[config.mk]
export PLATFORM = sky130hd
export DESIGN_NAME = qarma_wb_sequencer_flat
export DESIGN_NICKNAME = d
export VERILOG_FILES = /design/src/rtl/qarma_wb_sequencer_if.sv /design/src/rtl/qarma_wb_sequencer.sv /design/src/flat_wrapper.sv
export SDC_FILE = /design/constraint.sdc
export NUM_CORES = 1
export LEC_CHECK = 0
export ABC_AREA = 1
export BUFFER_PORTS_ARGS = -buffer_cell sky130_fd_sc_hd__buf_4
export CORE_MARGIN = 5
export CORE_UTILIZATION = 50
export DETAILED_ROUTE_END_ITERATION = 16
export PLACE_DENSITY_LB_ADDON = 0.2
export SLEW_MARGIN = 20
export SYNTH_ARGS = -nofsm -noshare
export SYNTH_HDL_FRONTEND = slang
export SYNTH_SLANG_ARGS = --single-unit
[constraint.sdc]
create_clock -name wb_clk_i -period 2.9 [get_ports wb_clk_i]
set_input_delay 0.29 -clock wb_clk_i [delete_from_list [all_inputs] [get_ports wb_clk_i]]
set_output_delay 0.29 -clock wb_clk_i [all_outputs]
set_load 0.02 [all_outputs]
[src/rtl/qarma_wb_sequencer_if.sv]
// ---------------------------------------------------------------------------
// qarma_wb_sequencer_if
//   Wishbone classic-cycle bus between the QARMA job sequencer (initiator)
//   and the QARMA control register block (target).
//
//   wbm_cyc_o / wbm_stb_o : bus cycle / strobe, always driven equal
//   wbm_we_o              : write enable
//   wbm_sel_o             : byte selects, 4'hF while strobing
//   wbm_adr_o             : byte address
//   wbm_dat_o             : write data (0 on reads)
//   wbm_ack_i             : target acknowledge
//   wbm_dat_i             : read data, valid with ack
// ---------------------------------------------------------------------------
interface qarma_wb_sequencer_if;
    logic        wbm_cyc_o;
    logic        wbm_stb_o;
    logic        wbm_we_o;
    logic [3:0]  wbm_sel_o;
    logic [31:0] wbm_adr_o;
    logic [31:0] wbm_dat_o;
    logic        wbm_ack_i;
    logic [31:0] wbm_dat_i;

    modport master (
        output wbm_cyc_o, wbm_stb_o, wbm_we_o, wbm_sel_o, wbm_adr_o, wbm_dat_o,
        input  wbm_ack_i, wbm_dat_i
    );

    modport slave (
        input  wbm_cyc_o, wbm_stb_o, wbm_we_o, wbm_sel_o, wbm_adr_o, wbm_dat_o,
        output wbm_ack_i, wbm_dat_i
    );
endinterface

[src/rtl/qarma_wb_sequencer.sv]
// ---------------------------------------------------------------------------
// qarma_wb_sequencer
//   Runs one QARMA-64 encryption job over Wishbone: holds the core in reset,
//   loads key/plaintext/tweak, releases the core, polls status until ready,
//   then reads the 64-bit ciphertext back.
//
// Parameters
//   BASE_ADDR   : base address of the QARMA control block
//   POLL_LIMIT  : maximum status reads per job (>=1)
//   ACK_TIMEOUT : maximum edges a strobe is held without ack (>=2)
//
// Ports
//   wb_clk_i, wb_rst_ni : clock, async active-low reset
//   start_i             : job request, honoured only when idle
//   key_i/tweak_i/data_i: job operands, latched when a start is accepted
//   busy_o              : job in progress
//   done_o / err_o      : one-cycle completion / abort pulses
//   err_code_o          : 01 ack timeout, 10 poll limit; held until next start
//   result_o            : ciphertext of the last successful job
//   wbm                 : Wishbone initiator bus
// ---------------------------------------------------------------------------
module qarma_wb_sequencer #(
    parameter logic [31:0] BASE_ADDR   = 32'h3000_0000,
    parameter int unsigned POLL_LIMIT  = 1024,
    parameter int unsigned ACK_TIMEOUT = 16
) (
    input  logic                        wb_clk_i,
    input  logic                        wb_rst_ni,
    input  logic                        start_i,
    input  logic [127:0]                key_i,
    input  logic [63:0]                 tweak_i,
    input  logic [63:0]                 data_i,
    output logic                        busy_o,
    output logic                        done_o,
    output logic                        err_o,
    output logic [1:0]                  err_code_o,
    output logic [63:0]                 result_o,
    qarma_wb_sequencer_if.master        wbm
);

    localparam int PW = $clog2(POLL_LIMIT + 1);
    localparam int TW = $clog2(ACK_TIMEOUT);
    localparam logic [PW-1:0] PCNT_MAX = PW'(POLL_LIMIT - 1);
    localparam logic [TW-1:0] TCNT_MAX = TW'(ACK_TIMEOUT - 1);

    // Step indices with special handling; all others are plain writes.
    localparam logic [3:0] STEP_POLL = 4'd10;
    localparam logic [3:0] STEP_LO   = 4'd11;
    localparam logic [3:0] STEP_HI   = 4'd12;

    localparam logic [1:0] ERR_ACK  = 2'b01;
    localparam logic [1:0] ERR_POLL = 2'b10;

    typedef enum logic [2:0] {
        S_IDLE,
        S_ACCESS,
        S_GAP,
        S_DONE,
        S_ERR
    } state_t;

    state_t          state_q, state_d;
    logic [3:0]      step_q, step_d;
    logic [TW-1:0]   tcnt_q, tcnt_d;
    logic [PW-1:0]   pcnt_q, pcnt_d;
    logic [31:0]     lo_q, lo_d;
    logic [63:0]     result_q, result_d;
    logic [1:0]      err_code_q, err_code_d;
    logic            accept;

    logic [127:0]    key_q;
    logic [63:0]     tweak_q;
    logic [63:0]     data_q;

    // Access decode for the current step
    logic [7:0]      acc_off;
    logic            acc_we;
    logic [31:0]     acc_wdat;
    logic            stb;

    always_comb begin
        acc_off  = 8'h00;
        acc_we   = 1'b0;
        acc_wdat = 32'h0;
        case (step_q)
            4'd0:  begin acc_off = 8'h04; acc_we = 1'b1; acc_wdat = 32'h0;          end
            4'd1:  begin acc_off = 8'h10; acc_we = 1'b1; acc_wdat = key_q[31:0];    end
            4'd2:  begin acc_off = 8'h14; acc_we = 1'b1; acc_wdat = key_q[63:32];   end
            4'd3:  begin acc_off = 8'h18; acc_we = 1'b1; acc_wdat = key_q[95:64];   end
            4'd4:  begin acc_off = 8'h1C; acc_we = 1'b1; acc_wdat = key_q[127:96];  end
            4'd5:  begin acc_off = 8'h20; acc_we = 1'b1; acc_wdat = data_q[31:0];   end
            4'd6:  begin acc_off = 8'h24; acc_we = 1'b1; acc_wdat = data_q[63:32];  end
            4'd7:  begin acc_off = 8'h40; acc_we = 1'b1; acc_wdat = tweak_q[31:0];  end
            4'd8:  begin acc_off = 8'h44; acc_we = 1'b1; acc_wdat = tweak_q[63:32]; end
            4'd9:  begin acc_off = 8'h08; acc_we = 1'b1; acc_wdat = 32'h0;          end
            4'd10: acc_off = 8'h00;
            4'd11: acc_off = 8'h30;
            4'd12: acc_off = 8'h34;
            default: acc_off = 8'h00;
        endcase
    end

    // Strobe is exactly the ACCESS state; ack is only acted on there, so
    // acks arriving in GAP/IDLE are ignored by construction.
    assign stb           = (state_q == S_ACCESS);
    assign wbm.wbm_cyc_o = stb;
    assign wbm.wbm_stb_o = stb;
    assign wbm.wbm_we_o  = stb & acc_we;
    assign wbm.wbm_sel_o = stb ? 4'hF : 4'h0;
    assign wbm.wbm_adr_o = stb ? (BASE_ADDR + {24'h0, acc_off}) : 32'h0;
    assign wbm.wbm_dat_o = (stb && acc_we) ? acc_wdat : 32'h0;

    assign busy_o     = (state_q == S_ACCESS) || (state_q == S_GAP);
    assign done_o     = (state_q == S_DONE);
    assign err_o      = (state_q == S_ERR);
    assign err_code_o = err_code_q;
    assign result_o   = result_q;

    always_comb begin
        state_d    = state_q;
        step_d     = step_q;
        tcnt_d     = tcnt_q;
        pcnt_d     = pcnt_q;
        lo_d       = lo_q;
        result_d   = result_q;
        err_code_d = err_code_q;
        accept     = 1'b0;
        case (state_q)
            S_IDLE: begin
                if (start_i) begin
                    accept     = 1'b1;
                    state_d    = S_ACCESS;
                    step_d     = 4'd0;
                    tcnt_d     = '0;
                    pcnt_d     = '0;
                    err_code_d = 2'b00;
                end
            end
            S_ACCESS: begin
                if (wbm.wbm_ack_i) begin
                    tcnt_d  = '0;
                    state_d = S_GAP;
                    case (step_q)
                        STEP_POLL: begin
                            if (wbm.wbm_dat_i[0]) begin
                                step_d = STEP_LO;
                            end else if (pcnt_q == PCNT_MAX) begin
                                state_d    = S_ERR;
                                err_code_d = ERR_POLL;
                            end else begin
                                // stay on the poll step, re-read after GAP
                                pcnt_d = pcnt_q + 1'b1;
                            end
                        end
                        STEP_LO: begin
                            lo_d   = wbm.wbm_dat_i;
                            step_d = STEP_HI;
                        end
                        STEP_HI: begin
                            // both halves land in result together
                            result_d = {wbm.wbm_dat_i, lo_q};
                            state_d  = S_DONE;
                        end
                        default: step_d = step_q + 4'd1;
                    endcase
                end else if (tcnt_q == TCNT_MAX) begin
                    state_d    = S_ERR;
                    err_code_d = ERR_ACK;
                end else begin
                    tcnt_d = tcnt_q + 1'b1;
                end
            end
            S_GAP:   state_d = S_ACCESS;
            S_DONE:  state_d = S_IDLE;
            S_ERR:   state_d = S_IDLE;
            default: state_d = S_IDLE;
        endcase
    end

    always_ff @(posedge wb_clk_i or negedge wb_rst_ni) begin
        if (!wb_rst_ni) begin
            state_q    <= S_IDLE;
            step_q     <= 4'd0;
            tcnt_q     <= '0;
            pcnt_q     <= '0;
            lo_q       <= 32'h0;
            result_q   <= 64'h0;
            err_code_q <= 2'b00;
            key_q      <= 128'h0;
            tweak_q    <= 64'h0;
            data_q     <= 64'h0;
        end else begin
            state_q    <= state_d;
            step_q     <= step_d;
            tcnt_q     <= tcnt_d;
            pcnt_q     <= pcnt_d;
            lo_q       <= lo_d;
            result_q   <= result_d;
            err_code_q <= err_code_d;
            if (accept) begin
                key_q   <= key_i;
                tweak_q <= tweak_i;
                data_q  <= data_i;
            end
        end
    end

endmodule

[src/flat_wrapper.sv]
// flat-port wrapper written by rule: the top's interface ports become plain ports
module qarma_wb_sequencer_flat 
#(
    parameter logic [31:0] BASE_ADDR   = 32'h3000_0000,
    parameter int unsigned POLL_LIMIT  = 1024,
    parameter int unsigned ACK_TIMEOUT = 16
)
  (wb_clk_i, wb_rst_ni, start_i, key_i, tweak_i, data_i, busy_o, done_o, err_o, err_code_o, result_o, wbm_wbm_cyc_o, wbm_wbm_stb_o, wbm_wbm_we_o, wbm_wbm_sel_o, wbm_wbm_adr_o, wbm_wbm_dat_o, wbm_wbm_ack_i, wbm_wbm_dat_i);
  qarma_wb_sequencer_if wbm_i ();
  input  logic wb_clk_i;
  input  logic wb_rst_ni;
  input  logic start_i;
  input  logic [127:0] key_i;
  input  logic [63:0] tweak_i;
  input  logic [63:0] data_i;
  output logic busy_o;
  output logic done_o;
  output logic err_o;
  output logic [1:0] err_code_o;
  output logic [63:0] result_o;
  output wire logic [$bits(wbm_i.wbm_cyc_o)-1:0] wbm_wbm_cyc_o;
  output wire logic [$bits(wbm_i.wbm_stb_o)-1:0] wbm_wbm_stb_o;
  output wire logic [$bits(wbm_i.wbm_we_o)-1:0] wbm_wbm_we_o;
  output wire logic [$bits(wbm_i.wbm_sel_o)-1:0] wbm_wbm_sel_o;
  output wire logic [$bits(wbm_i.wbm_adr_o)-1:0] wbm_wbm_adr_o;
  output wire logic [$bits(wbm_i.wbm_dat_o)-1:0] wbm_wbm_dat_o;
  input wire logic [$bits(wbm_i.wbm_ack_i)-1:0] wbm_wbm_ack_i;
  input wire logic [$bits(wbm_i.wbm_dat_i)-1:0] wbm_wbm_dat_i;
  assign wbm_wbm_cyc_o = wbm_i.wbm_cyc_o;
  assign wbm_wbm_stb_o = wbm_i.wbm_stb_o;
  assign wbm_wbm_we_o = wbm_i.wbm_we_o;
  assign wbm_wbm_sel_o = wbm_i.wbm_sel_o;
  assign wbm_wbm_adr_o = wbm_i.wbm_adr_o;
  assign wbm_wbm_dat_o = wbm_i.wbm_dat_o;
  assign wbm_i.wbm_ack_i = wbm_wbm_ack_i;
  assign wbm_i.wbm_dat_i = wbm_wbm_dat_i;
  qarma_wb_sequencer #(.BASE_ADDR(BASE_ADDR), .POLL_LIMIT(POLL_LIMIT), .ACK_TIMEOUT(ACK_TIMEOUT)) u_core (.wb_clk_i(wb_clk_i), .wb_rst_ni(wb_rst_ni), .start_i(start_i), .key_i(key_i), .tweak_i(tweak_i), .data_i(data_i), .busy_o(busy_o), .done_o(done_o), .err_o(err_o), .err_code_o(err_code_o), .result_o(result_o), .wbm(wbm_i));
endmodule
==> Word-level counts from Yosys, hierarchy flattened <==
Cells that the tools add are included.
{ "totals": {"register_bits": 376, "in_bits": 292, "out_inout_bits": 140, "word_cells": 94} }
{ "classes": {"addsub": 4, "n_eq_ne": 30, "muxes": 36, "bitwise": 1, "reduce_logical": 13} }
{ "op_table": {"columns": ["op", "n"], "rows": [
  ["$pmux 32 s8", 1],
  ["$pmux 7 s12", 1],
  ["$mux 32", 2],
  ["$mux 11", 5],
  ["$add 30x7->31 const A", 1],
  ["$eq 4x4->1 const B", 6],
  ["$mux 4", 6],
  ["$pmux 11 s2", 1],
  ["$ne 3x3->1 const B", 6],
  ["$eq 4x3->1 const B", 4],
  ["$pmux 4 s2", 2],
  ["$mux 3", 5],
  ["$mux 2", 6],
  ["$ne 2x2->1 const B", 6],
  ["$pmux 4 s3", 1],
  ["$reduce_and 6->1", 2],
  ["$add 11x1->11 const B", 1],
  ["$eq 11x10->1 const B", 1],
  ["$reduce_or 10->1", 1],
  ["$pmux 3 s3", 1],
  ["$reduce_and 3->1", 3],
  ["$add 4x1->4 const B", 2],
  ["$eq 4x2->1 const B", 2],
  ["$eq 3x2->1 const B", 2],
  ["14 further kinds", 16]
]} }

==> Depth between registers and ports, before layout <==
{ "logic_depth": {"depth_word": 6, "depth_mapped": 11, "depth_no_buf": 10} }

==> Least setup slack after synthesis <==
No wires, ideal clock.
{ "synth_timing": {"kind": "flip-flop to output port", "from": "register u_core.step_q[0]", "to": "output port wbm_wbm_dat_o[10]", "t_arrival_ns": 1.692, "required_time_ns": 2.610, "path_slack_ns": 0.918, "path_stages_with_launch": 12, "n_path_buf": 1, "path_cell_list": "dfrtp_1 > inv_1 > ha_1 > nand2_2 > nor2_4 > inv_2 > nand2_1 > nor2_1 > nand3_1 > nand2_1 > buf_2 > nor2_1"} }
{ "synth_between": {"elab_chain_cells": 5, "elab_cells_between_ends": 15, "cone_classes": "9 x eq/ne; 3 x mux; 3 x reduce/logical"} }
{ "synth_lines": {"columns": ["element", "line_no", "text"], "rows": [
  ["from (decl)", "qarma_wb_sequencer.sv:63", "logic [3:0] step_q, step_d;"],
  ["from (signal assigned)", "qarma_wb_sequencer.sv:194", "step_q <= step_d;"],
  ["$eq 4x1->1 (tied with other cells)", "qarma_wb_sequencer.sv:85", "case (step_q)"],
  ["$reduce_or 10->1 (no line)", null, null],
  ["$mux 1", "qarma_wb_sequencer.sv:85", null],
  ["$logic_and 1x1->1", "qarma_wb_sequencer.sv:111", "assign wbm.wbm_dat_o = (stb && acc_we) ? acc_wdat : 32'h0;"],
  ["$mux 32 *", "qarma_wb_sequencer.sv:111", null],
  ["to (decl)", "flat_wrapper.sv:26", "output wire logic [$bits(wbm_i.wbm_dat_o)-1:0] wbm_wbm_dat_o;"]
]} }
Mark *: on every way between the ends. The rest lies on a longest branch, timed or not.

==> Worst setup path after layout <==
{ "layout_timing": {"from": "register u_core.step_q[0]", "to": "output port wbm_wbm_dat_o[13]"} }
The elaborated chain is that of the path after synthesis.

==> results.rst <==
.. list-table::
   :header-rows: 1

   * - Metric
     - Value
   * - Failing checks
     - negative hold slack
   * - Static leakage power
     - roughly 13 nW
   * - Number of cell instances on the worst register-to-register path
     - 5
   * - Clock H-tree levels
     - 2
   * - Commonest non-fill, non-tap cells in the layout
     - sky130_fd_sc_hd__nand2_1, sky130_fd_sc_hd__buf_4, sky130_fd_sc_hd__dfrtp_1
   * - Count of final max-slew check failures
     - 0
   * - Critical path data required time
     - 2.61 ns
   * - Hold crit path type
     - in -> reg
   * - Die width
     - between 150 and 200 um
   * - Clock Latency Late Sink
     - roughly 0.52 ns
   * - CP endpoint kind
     - output port
   * - I/O Pins
     - approximately 430
   * - Standard cell core area
     - 33,400 sq um
   * - RSZ-0062 raised after global routing
     - yes
   * - Wire length of the first global-routing pass
     - approximately 90,000 um
   * - Clock sinks
     - around 380
   * - Hold Crit Depth
     - 3
   * - Unique masters post-synth
     - 32
   * - ANT nets after route
     - 0
   * - Result of the run
     - finished with violations
   * - Total gr overflow
     - 0
   * - Largest driver fanout on the critical path
     - 16
   * - Number of global-route vias before repair
     - 17,100
   * - Deepest clock path buffer count
     - 3
   * - Reg clk slew, reported paths
     - 0.07 ns
   * - Power Density
     - between 700 and 800 nW/um^2
   * - Minimum setup slack in the final design
     - a little under 0.05 ns
   * - Total CTS buffers
     - 40
   * - Placement Rows
     - between 60 and 70
   * - Global-route usage over all layers
     - 0.304
   * - Relative area change from synthesis to final layout
     - 42.9%
   * - Number of nets in the finished design
     - 3,054
   * - Peak clock frequency supported by timing
     - between 0.3 and 0.4 GHz
   * - Cell area reported after detailed placement
     - 20,200 sq um
   * - Final number of setup-violating endpoints
     - 0
   * - Clock skew
     - between 0.015 and 0.02 ns
   * - Time the worst path needs with I/O delays and setup
     - approximately 2.9 ns
   * - Seq/Total Area, Yosys
     - 0.558
   * - Power consumption
     - ~19 mW
   * - Die H
     - approximately 190 um
   * - Syn avg cell area
     - between 7 and 8 sq um
   * - Count of routing violations after the opening detailed-route iteration
     - about 1,400
   * - Reported max-cap violation count
     - 0
   * - Kind of start point of the critical path
     - register
   * - Post-placement setup slack
     - 0.304 ns
   * - Measured slew at the worst slew-check pin
     - around 0.92 ns
   * - Port buffer count
     - 406
   * - Mapped cell area
     - roughly 17,000 sq um
   * - Pin count of the biggest net entering global routing
     - 172
   * - Effective utilization at floorplan
     - 0.504
   * - Critical Setup Path Class
     - reg -> out
   * - Total via count in the routed design
     - 16,700
   * - Filler instances
     - ~2,500
   * - Cells after Synth
     - 2,151
   * - Final sum of negative setup slack
     - 0 ns
   * - Non-Filler Cell Area, Final
     - approximately 24,000 sq um
   * - TritonCTS clock tree
     - yes
   * - Share of final-layout standard cells stronger than drive strength 1
     - 0.203
   * - Total number of yosys warnings
     - 0
   * - Routed wire per std cell
     - 18.1 um
   * - Sum of net half-perimeters after detailed placement
     - about 38,000 um
   * - Weighted congestion at the end of routability-driven global placement
     - about 0.86
   * - Flop and latch count out of synthesis
     - 376
   * - Clock Tree Root
     - sky130_fd_sc_hd__clkbuf_16
   * - Area of the die
     - approximately 38,000 sq um
   * - Slew Limit Headroom
     - 0.384
   * - Total routed wirelength
     - 58,600 um
   * - Number of hold violations in the final report
     - 1
   * - Final worst-path cycle share
     - 0.983
   * - Commonest non-fill, non-tap cell in the layout
     - sky130_fd_sc_hd__nand2_1
   * - WP data arrival
     - around 2.6 ns
   * - IR Drop Worst-Case VDD
     - between 0.5 and 0.6 mV
   * - Initial antenna violation count
     - 4
   * - First drt pass iteration count
     - 8
   * - Worst hold slack across all endpoints
     - -0.000688 ns
   * - Via-to-Cell Ratio
     - slightly above 5
   * - DRC errors left
     - 0
[report_power, final]
group	total, mW	switching, mW	leakage [nW]	internal, mW
Sequential	8.15	1.10	4.84	7.05
Combinational	5.75	3.66	7.19	2.09
Clock	5.27	2.08	0.667	3.19
Total	19.2	6.85	12.7	12.3
[layout make-up]
cell class                 count  area (sq um)  share of cell area
sequential                   376          9410               0.391
multi-input combinational   1596          6630               0.275
timing repair buffer         679          5870               0.243
clock buffer                  60          1190              0.0493
tap                          448           561              0.0233
inverter                      63           256              0.0106
clock inverter                12           170             0.00706
antenna                        5          12.5            0.000519
[worst max-delay path, cell delays in order, from the launching register on]
cell	delay (ns)
sky130_fd_sc_hd__dfrtp_1	0.45
sky130_fd_sc_hd__inv_2	0.12
sky130_fd_sc_hd__ha_2	0.22
sky130_fd_sc_hd__nand2_2	0.11
sky130_fd_sc_hd__nor2_4	0.22
sky130_fd_sc_hd__buf_12	0.14
sky130_fd_sc_hd__clkbuf_16	0.18
sky130_fd_sc_hd__nand2_1	0.07
sky130_fd_sc_hd__nand4_1	0.20
sky130_fd_sc_hd__nor2_1	0.09
sky130_fd_sc_hd__nor2_1	0.09
sky130_fd_sc_hd__buf_4	0.15
[metal layers]
layer  vias up  global-route usage  wire [um]
met5         -                   0          0
met4         0               0.117       2370
met2       746               0.512      28700
met1      8018               0.395      23100
met3       140              0.0542       4460
li1       7815                   -          -
[state kept, by name, summed over array words and instances, names as in the netlist, 4 cells and up]
name	flops
u_core.data_q	64
u_core.key_q	128
u_core.lo_q	32
u_core.pcnt_q	11
u_core.result_o	64
u_core.step_q	4
u_core.tcnt_q	4
u_core.tweak_q	64
[kinds of logic after synthesis]
kind of cell | synth area share
flops | 0.558
simple gates | 0.348
xor+xnor | 0.00260
buf+inv | 0.0613
other cells | 0.000222
compound gates | 0.0257
fa+ha+maj | 0.00445
[stage by stage]
step	cells	util	hold WS, ns
floorplan	2175	-	-0.00559
finish	3239	0.720	-0.000688
global route	3238	0.720	0.00147
detailed placement	2919	0.603	0.334
CTS	3230	0.716	0.000602
global placement	2919	0.603	0.342
[worst paths after layout]
kind | startpoint | end | slack, ns
min in group asynchronous | wb_rst_ni | u_core.result_o[10] | 0.37
worst min-delay path | tweak_i[0] | u_core.tweak_q[0] | -0.0007
max in group asynchronous | wb_rst_ni | u_core.data_q[57] | 1.64
worst min register to register | u_core.result_o[4] | u_core.result_o[4] | 0.47
worst max-delay path | u_core.step_q[0] | wbm_wbm_dat_o[13] | 0.05
worst max register to register | u_core.state_q[1] | u_core.lo_q[21] | 0.36
[repair_timing]
item                       4_1_cts  5_1_grt
pin swaps                        3        6
hold endpoints to repair       298        2
setup endpoints to repair       31       32
buffers inserted                12        1
gates cloned                     2        1
hold buffers                   225        2
resized for setup               11       25
[Yosys cell counts]
library cell / n / area share
sky130_fd_sc_hd__a21oi_1: 11 / 0.0033
sky130_fd_sc_hd__a31oi_1: 1 / 0.00037
sky130_fd_sc_hd__and2_1: 1 / 0.00037
sky130_fd_sc_hd__buf_1: 2 / 0.00045
sky130_fd_sc_hd__buf_2: 78 / 0.023
sky130_fd_sc_hd__buf_4: 37 / 0.016
sky130_fd_sc_hd__buf_6: 3 / 0.0020
sky130_fd_sc_hd__clkbuf_1: 22 / 0.0049
sky130_fd_sc_hd__conb_1: 1 / 0.00022
sky130_fd_sc_hd__dfrtp_1: 376 / 0.56
sky130_fd_sc_hd__ha_1: 6 / 0.0045
sky130_fd_sc_hd__inv_1: 57 / 0.013
sky130_fd_sc_hd__inv_2: 5 / 0.0011
sky130_fd_sc_hd__inv_6: 1 / 0.00052
sky130_fd_sc_hd__nand2_1: 1238 / 0.28
sky130_fd_sc_hd__nand2_2: 4 / 0.0015
sky130_fd_sc_hd__nand3_1: 50 / 0.015
sky130_fd_sc_hd__nand3_2: 1 / 0.00059
sky130_fd_sc_hd__nand3b_1: 2 / 0.00089
sky130_fd_sc_hd__nand4_1: 67 / 0.025
sky130_fd_sc_hd__nand4_4: 1 / 0.0013
sky130_fd_sc_hd__nor2_1: 91 / 0.020
sky130_fd_sc_hd__nor2_2: 3 / 0.0011
sky130_fd_sc_hd__nor2_4: 6 / 0.0040
sky130_fd_sc_hd__nor3_1: 6 / 0.0018
sky130_fd_sc_hd__nor3b_1: 1 / 0.00045
sky130_fd_sc_hd__o21ai_0: 31 / 0.0092
sky130_fd_sc_hd__o21ai_1: 42 / 0.012
sky130_fd_sc_hd__o21bai_1: 1 / 0.00045
sky130_fd_sc_hd__or2_2: 1 / 0.00037
sky130_fd_sc_hd__xnor2_1: 1 / 0.00052
sky130_fd_sc_hd__xor2_1: 4 / 0.0021
Power figures use the tool's default switching activity.
